`config.mk`:
```
export PLATFORM = sky130hd
export DESIGN_NAME = dram_rowcol_receiver_flat
export DESIGN_NICKNAME = d
export VERILOG_FILES = /design/src/rtl/dram_rowcol_receiver_if.sv /design/src/rtl/dram_rowcol_receiver.sv /design/src/flat_wrapper.sv
export SDC_FILE = /design/constraint.sdc
export NUM_CORES = 1
export LEC_CHECK = 0
export CAP_MARGIN = 20
export CELL_PAD_IN_SITES_DETAIL_PLACEMENT = 1
export CELL_PAD_IN_SITES_GLOBAL_PLACEMENT = 2
export CORE_MARGIN = 2
export CORE_UTILIZATION = 25
export CTS_BUF_LIST = sky130_fd_sc_hd__clkbuf_4 sky130_fd_sc_hd__clkbuf_8 sky130_fd_sc_hd__clkbuf_16
export CTS_CLUSTER_DIAMETER = 150
export DETAILED_ROUTE_END_ITERATION = 16
export HOLD_SLACK_MARGIN = 0.1
export PLACE_DENSITY_LB_ADDON = 0.1
export SLEW_MARGIN = 20
export SYNTH_ARGS = -nofsm -noshare
export SYNTH_HDL_FRONTEND = slang
export SYNTH_SLANG_ARGS = --single-unit
```
`constraint.sdc`:
```
create_clock -name clk -period 2.45 [get_ports clk]
set_input_delay 0.6125 -clock clk [delete_from_list [all_inputs] [get_ports clk]]
set_output_delay 0.6125 -clock clk [all_outputs]
set_load 0.02 [all_outputs]
```
`src/rtl/dram_rowcol_receiver_if.sv`:
```
// Multiplexed DRAM address bus seen by the row/column receiver, plus the
// decoded access and refresh reports it returns.
interface dram_rowcol_receiver_if #(
  parameter int unsigned HALF_W = 8
);
  logic                  ras_n;
  logic                  cas_n;
  logic                  we_n;
  logic [HALF_W-1:0]     rowcol;
  logic [2*HALF_W-1:0]   addr;
  logic                  addr_valid;
  logic                  wr;
  logic                  refresh;
  logic [HALF_W-1:0]     refresh_row;
  logic                  err;

  modport master (
    output ras_n, cas_n, we_n, rowcol,
    input  addr, addr_valid, wr, refresh, refresh_row, err
  );

  modport slave (
    input  ras_n, cas_n, we_n, rowcol,
    output addr, addr_valid, wr, refresh, refresh_row, err
  );
endinterface

```
`src/rtl/dram_rowcol_receiver.sv`:
```
// Rebuilds {column, row} CPU addresses from a multiplexed DRAM bus and reports
// accesses, RAS-only refreshes and CAS-before-RAS refreshes as one-cycle pulses.
module dram_rowcol_receiver #(
  parameter int unsigned       HALF_W       = 8,
  parameter logic [HALF_W-1:0] REF_CNT_INIT = '0
) (
  input logic                    clk,
  input logic                    rst_n,
  dram_rowcol_receiver_if.slave  bus
);

  typedef enum logic [2:0] {StIdle, StRow, StCol, StCbr, StRelease} state_e;

  state_e                state_q, state_d;
  logic                  ras_prev_q, cas_prev_q;
  logic [HALF_W-1:0]     row_q, row_d;
  logic [HALF_W-1:0]     ref_cnt_q, ref_cnt_d;
  logic                  col_seen_q, col_seen_d;
  logic [2*HALF_W-1:0]   addr_q, addr_d;
  logic                  wr_q, wr_d;
  logic                  addr_valid_q, addr_valid_d;
  logic                  refresh_q, refresh_d;
  logic [HALF_W-1:0]     refresh_row_q, refresh_row_d;
  logic                  err_q, err_d;

  logic ras_fall, ras_rise, cas_fall, cas_rise;

  // History resets low so strobes held low through reset never look like a fall.
  assign ras_fall = ras_prev_q & ~bus.ras_n;
  assign ras_rise = ~ras_prev_q & bus.ras_n;
  assign cas_fall = cas_prev_q & ~bus.cas_n;
  assign cas_rise = ~cas_prev_q & bus.cas_n;

  always_ff @(posedge clk or negedge rst_n) begin
    if (!rst_n) begin
      state_q <= StIdle;
    end else begin
      state_q <= state_d;
    end
  end

  always_comb begin
    state_d = state_q;
    unique case (state_q)
      StIdle: begin
        if (ras_fall && cas_fall)         state_d = StRelease;
        else if (ras_fall && bus.cas_n)   state_d = StRow;
        else if (cas_fall && bus.ras_n)   state_d = StCbr;
      end
      StRow: begin
        if (ras_rise && cas_fall)         state_d = StRelease;
        else if (cas_fall)                state_d = StCol;
        else if (ras_rise)                state_d = StIdle;
      end
      StCol: begin
        if (ras_rise)                     state_d = StRelease;
        else if (cas_rise && !bus.ras_n)  state_d = StRow;
      end
      StCbr: begin
        if (ras_fall)                     state_d = StRelease;
        else if (cas_rise)                state_d = StIdle;
      end
      StRelease: begin
        if (bus.ras_n && bus.cas_n)       state_d = StIdle;
      end
      default:                            state_d = StIdle;
    endcase
  end

  always_comb begin
    row_d         = row_q;
    ref_cnt_d     = ref_cnt_q;
    col_seen_d    = col_seen_q;
    addr_d        = addr_q;
    wr_d          = wr_q;
    addr_valid_d  = 1'b0;
    refresh_d     = 1'b0;
    refresh_row_d = refresh_row_q;
    err_d         = err_q;
    unique case (state_q)
      StIdle: begin
        if (ras_fall && cas_fall) begin
          err_d = 1'b1;
        end else if (ras_fall && bus.cas_n) begin
          row_d      = bus.rowcol;
          col_seen_d = 1'b0;
        end
      end
      StRow: begin
        if (ras_rise && cas_fall) begin
          err_d = 1'b1;
        end else if (cas_fall) begin
          addr_d       = {bus.rowcol, row_q};
          wr_d         = ~bus.we_n;
          addr_valid_d = 1'b1;
          col_seen_d   = 1'b1;
        end else if (ras_rise && !col_seen_q) begin
          // RAS closed without any column strobe: a RAS-only refresh.
          refresh_d     = 1'b1;
          refresh_row_d = row_q;
        end
      end
      StCbr: begin
        if (ras_fall) begin
          refresh_d     = 1'b1;
          refresh_row_d = ref_cnt_q;
          ref_cnt_d     = ref_cnt_q + 1'b1;
        end
      end
      default: ;
    endcase
  end

  always_ff @(posedge clk or negedge rst_n) begin
    if (!rst_n) begin
      ras_prev_q    <= 1'b0;
      cas_prev_q    <= 1'b0;
      row_q         <= '0;
      ref_cnt_q     <= REF_CNT_INIT;
      col_seen_q    <= 1'b0;
      addr_q        <= '0;
      wr_q          <= 1'b0;
      addr_valid_q  <= 1'b0;
      refresh_q     <= 1'b0;
      refresh_row_q <= '0;
      err_q         <= 1'b0;
    end else begin
      ras_prev_q    <= bus.ras_n;
      cas_prev_q    <= bus.cas_n;
      row_q         <= row_d;
      ref_cnt_q     <= ref_cnt_d;
      col_seen_q    <= col_seen_d;
      addr_q        <= addr_d;
      wr_q          <= wr_d;
      addr_valid_q  <= addr_valid_d;
      refresh_q     <= refresh_d;
      refresh_row_q <= refresh_row_d;
      err_q         <= err_d;
    end
  end

  assign bus.addr        = addr_q;
  assign bus.wr          = wr_q;
  assign bus.addr_valid  = addr_valid_q;
  assign bus.refresh     = refresh_q;
  assign bus.refresh_row = refresh_row_q;
  assign bus.err         = err_q;

endmodule

```
`src/flat_wrapper.sv`:
```
// flat-port wrapper written by rule: the top's interface ports become plain ports
module dram_rowcol_receiver_flat 
#(
  parameter int unsigned       HALF_W       = 8,
  parameter logic [HALF_W-1:0] REF_CNT_INIT = '0
)
  (clk, rst_n, bus_ras_n, bus_cas_n, bus_we_n, bus_rowcol, bus_addr, bus_addr_valid, bus_wr, bus_refresh, bus_refresh_row, bus_err);
  dram_rowcol_receiver_if #(.HALF_W(HALF_W)) bus_i ();
  input logic clk;
  input logic rst_n;
  input wire logic [$bits(bus_i.ras_n)-1:0] bus_ras_n;
  input wire logic [$bits(bus_i.cas_n)-1:0] bus_cas_n;
  input wire logic [$bits(bus_i.we_n)-1:0] bus_we_n;
  input wire logic [$bits(bus_i.rowcol)-1:0] bus_rowcol;
  output wire logic [$bits(bus_i.addr)-1:0] bus_addr;
  output wire logic [$bits(bus_i.addr_valid)-1:0] bus_addr_valid;
  output wire logic [$bits(bus_i.wr)-1:0] bus_wr;
  output wire logic [$bits(bus_i.refresh)-1:0] bus_refresh;
  output wire logic [$bits(bus_i.refresh_row)-1:0] bus_refresh_row;
  output wire logic [$bits(bus_i.err)-1:0] bus_err;
  assign bus_i.ras_n = bus_ras_n;
  assign bus_i.cas_n = bus_cas_n;
  assign bus_i.we_n = bus_we_n;
  assign bus_i.rowcol = bus_rowcol;
  assign bus_addr = bus_i.addr;
  assign bus_addr_valid = bus_i.addr_valid;
  assign bus_wr = bus_i.wr;
  assign bus_refresh = bus_i.refresh;
  assign bus_refresh_row = bus_i.refresh_row;
  assign bus_err = bus_i.err;
  dram_rowcol_receiver #(.HALF_W(HALF_W), .REF_CNT_INIT(REF_CNT_INIT)) u_core (.clk(clk), .rst_n(rst_n), .bus(bus_i));
endmodule
```
==> flow_metrics.env <==
export IMPL_synth_area_um2=2220
export IMPL_arrival_ns=2.51
export IMPL_slew_viol_final=0
export IMPL_die_h_um=98.3
export IMPL_drt_pass1_iterations=4
export IMPL_cts_resized=0
export IMPL_worstHoldPathType="in -> async"
export IMPL_start_util_pct=25.6
export IMPL_required_ns=2.65
export IMPL_synth_distinct_cells=34
export IMPL_synth_edff_count=0
export IMPL_clkLatencyLatePin_ns=0.30
export IMPL_cap_viol_max_count=0
export IMPL_slowest_stage="clkdlybuf4s50_1"
export IMPL_yosysSeqAreaShare_pct=56.3
export IMPL_timing_final_crit_share_pct=94.4
export IMPL_worstSetupPathDepth=7
export IMPL_dp_cells=330
export IMPL_fmax_mhz=432
export IMPL_dpl_cell_area_um2=2850
export IMPL_peakVddDrop_mv=0.418
export IMPL_rows=34
export IMPL_cts_buffers=5
export IMPL_cts_max_level=2
export IMPL_end_kind="flop"
export IMPL_reg2regPathDepth=3
export IMPL_cts_reportedPaths_clkPinSlew_ns=0.10
export IMPL_grt_max_degree=25
export IMPL_vias=1531
export IMPL_worstReg2RegEnd="u_core.bus.addr[9]$_DFFE_PN0P_"
export IMPL_power_density_nw_per_um2=1190
export IMPL_hold_viol_final=0
export IMPL_tightestPinTransition_ns=0.570
export IMPL_yosysWarnings=0
export IMPL_dpl_worst_slack_ns=-0.191
export IMPL_max_slew_margin_pct=62.0
export IMPL_internal_power_uw=2280
export IMPL_net_switching_power_uw=1230
export IMPL_setup_violations=0
export IMPL_reg2reg_from="u_core.cas_prev_q$_DFF_PN0_"
export IMPL_syn_nets=187
export IMPL_syn_inst=173
export IMPL_fin_cells=338
export IMPL_path_buf_inv=3
export IMPL_critPathTopFamily="buffers and inverters"
export IMPL_crit_chain="clkdlybuf4s50_1 -> buf_4 -> nor2_1 -> a2111o_1 -> a222oi_1 -> buf_4 -> mux2_2"
export IMPL_clock_skew_ns=0.00594
export IMPL_die_x_um=98.3
export IMPL_cts_root_buf="clkbuf_8"
export IMPL_drt_wl_total_mm=5.47
export IMPL_ys_ff_latch=50
export IMPL_tritoncts="yes"
export IMPL_core_um2=8680
export IMPL_nets=243
export IMPL_grt_pass1_vias=1747
export IMPL_wl_per_cell_um=16.2
export IMPL_crit_type="in -> reg"
export IMPL_cp_endpoint="u_core.state_q[1]$_DFFE_PN0P_"
export IMPL_crit_top_cell="buf_4"
export IMPL_status="finished, final reports clean"
export IMPL_worst_path_max_fanout=5
export IMPL_synth_main_ff_cell="dfrtp_1"
export IMPL_syn_to_final_growth_pct=33.0
export IMPL_avgSynthCellArea_um2=12.9
export IMPL_leakagePower_uw=0.00135
export IMPL_power_frac_seq_pct=40.6
export IMPL_p_sw_share_pct=35.1
export IMPL_rsz0062_at_grt="false"
export IMPL_io_pins=41
export IMPL_drc_errors=0
export IMPL_post_cts_buffers=0
export IMPL_pwr_share_clk_pct=16.8
export IMPL_worstSetupStartpoint="bus_cas_n"
export IMPL_grt_total_usage_pct=12.5
export IMPL_max_stage_delay_ns=0.48
export IMPL_period_needed_ns=2.31
export IMPL_overflow=0
export IMPL_p_comb_share_pct=42.5
export IMPL_ff2ff_setup_slack_ns=0.43
export IMPL_cts_hold_buf=0
export IMPL_fin_ws_ns=0.137
export IMPL_route_detailed_vias_per_inst=4.53
export IMPL_async_flop_share_pct=100
export IMPL_grt_pass1_wl_mm=9.45
export IMPL_fin_area_um2=2960
export IMPL_num_antenna_cells=0
export IMPL_antenna_left=0
export IMPL_antenna_found_initial=0
export IMPL_start_kind="primary input"
export IMPL_drt_iter0_markers=59
export IMPL_die_area_um2=9660
export IMPL_numPortBuffers=40
export IMPL_clock_path_buffers=2
export IMPL_drive_above_1_share_pct=24.3
export IMPL_place_hpwl_mm=4.05
export IMPL_cts_sinks=50
export IMPL_place_congestion=0.780
metal layers:
metal,vias to the layer above,global-route usage (%),routed length (um)
li1,718,-,-
met1,775,15.2,2400
met2,32,21.8,2810
met3,6,3.08,187
met4,0,3.48,68
met5,-,0,0
cell usage after synthesis (2+ instances only):
library cell,count,share of area (%)
dfrtp_1,50,56
mux2i_1,8,3.6
nor4b_1,2,0.79
nand2_1,12,2.0
buf_6,3,1.5
clkbuf_1,6,1.0
nor3_1,2,0.45
nor2_1,7,1.2
mux2_4,15,10
mux2_2,12,6.1
xnor2_1,5,2.0
nand3_1,4,0.90
and3_1,2,0.56
xor2_1,2,0.79
nand2b_1,3,0.84
o21ai_0,11,2.5
a21oi_1,5,1.1
inv_1,5,0.84
nor2b_1,3,0.84
nand4_1,2,0.56
sequential cells by signal, indices dropped and copies added (netlist names), 3 cells and up:
register	flops
u_core.state_q	3
u_core.row_q	8
u_core.ref_cnt_q	8
u_core.bus.refresh_row	8
u_core.bus.addr	16
final cells by class:
type / count / area, um2
fillers: 958 / 5720
flip-flops and latches: 50 / 1250
multi-input cells: 109 / 897
repair buffers: 58 / 543
well taps: 108 / 135
clock buffers: 5 / 68.8
clock inverters: 3 / 43.8
inverters: 5 / 18.8
worst min path at each step:
stage                                                from                         endpoint
after detailed placement  u_core.ref_cnt_q[7]$_DFFE_PN0P_  u_core.ref_cnt_q[7]$_DFFE_PN0P_
after global routing                                rst_n   u_core.bus.addr[2]$_DFFE_PN0P_
after global placement    u_core.ref_cnt_q[7]$_DFFE_PN0P_  u_core.ref_cnt_q[7]$_DFFE_PN0P_
final                                               rst_n      u_core.row_q[0]$_DFFE_PN0P_
after floorplan                                     rst_n   u_core.bus.addr[0]$_DFFE_PN0P_
after CTS                                           rst_n   u_core.bus.addr[2]$_DFFE_PN0P_
layout by cell type, fill, tap and decap left out, drive strengths merged, types with 2 or more instances in the layout:
| cell | instances |
|---|---|
| a21oi | 5 |
| and3 | 2 |
| buf | 19 |
| clkbuf | 5 |
| clkdlybuf4s50 | 39 |
| dfrtp | 50 |
| inv | 6 |
| mux2 | 27 |
| mux2i | 8 |
| nand2 | 12 |
| nand2b | 3 |
| nand3 | 4 |
| nand4 | 2 |
| nor2 | 7 |
| nor2b | 3 |
| nor3 | 2 |
| nor4b | 2 |
| o21ai | 11 |
| xnor2 | 5 |
| xor2 | 2 |
cell families after synthesis:
kind of cell	after synthesis	synth area share [%]
XOR/XNOR	7	2.76
AO/OA/AOI/OAI	24	6.87
buffers and inverters	14	3.38
adder cells (fa/ha/maj)	1	0.563
AND/OR/NAND/NOR	42	10.4
flip-flops	50	56.3
multiplexers	35	19.8
through the flow:
stage | utilization, % | TNS (ns) | total power [uW] | hold slack (ns)
2_1_floorplan | - | 0 | 2260 | 0.317
3_3_place_gp | 32.8 | -3.17 | 2920 | 0.459
3_5_place_dp | 32.8 | -3.57 | 2970 | 0.470
4_1_cts | 34.1 | 0 | 3590 | 0.303
5_1_grt | 34.1 | 0 | 3760 | 0.318
6_report | 34.1 | 0 | 3520 | 0.294
power groups by stage:
stage / registers, uW / clock network (uW) / logic [uW]
after global placement: 1440 / 0 / 1480
after CTS: 1440 / 620 / 1530
final: 1430 / 591 / 1500
after detailed placement: 1450 / 0 / 1520
after global routing: 1490 / 655 / 1620
after floorplan: 1580 / 0 / 684
No activity file was read; power rests on OpenSTA's default activity.
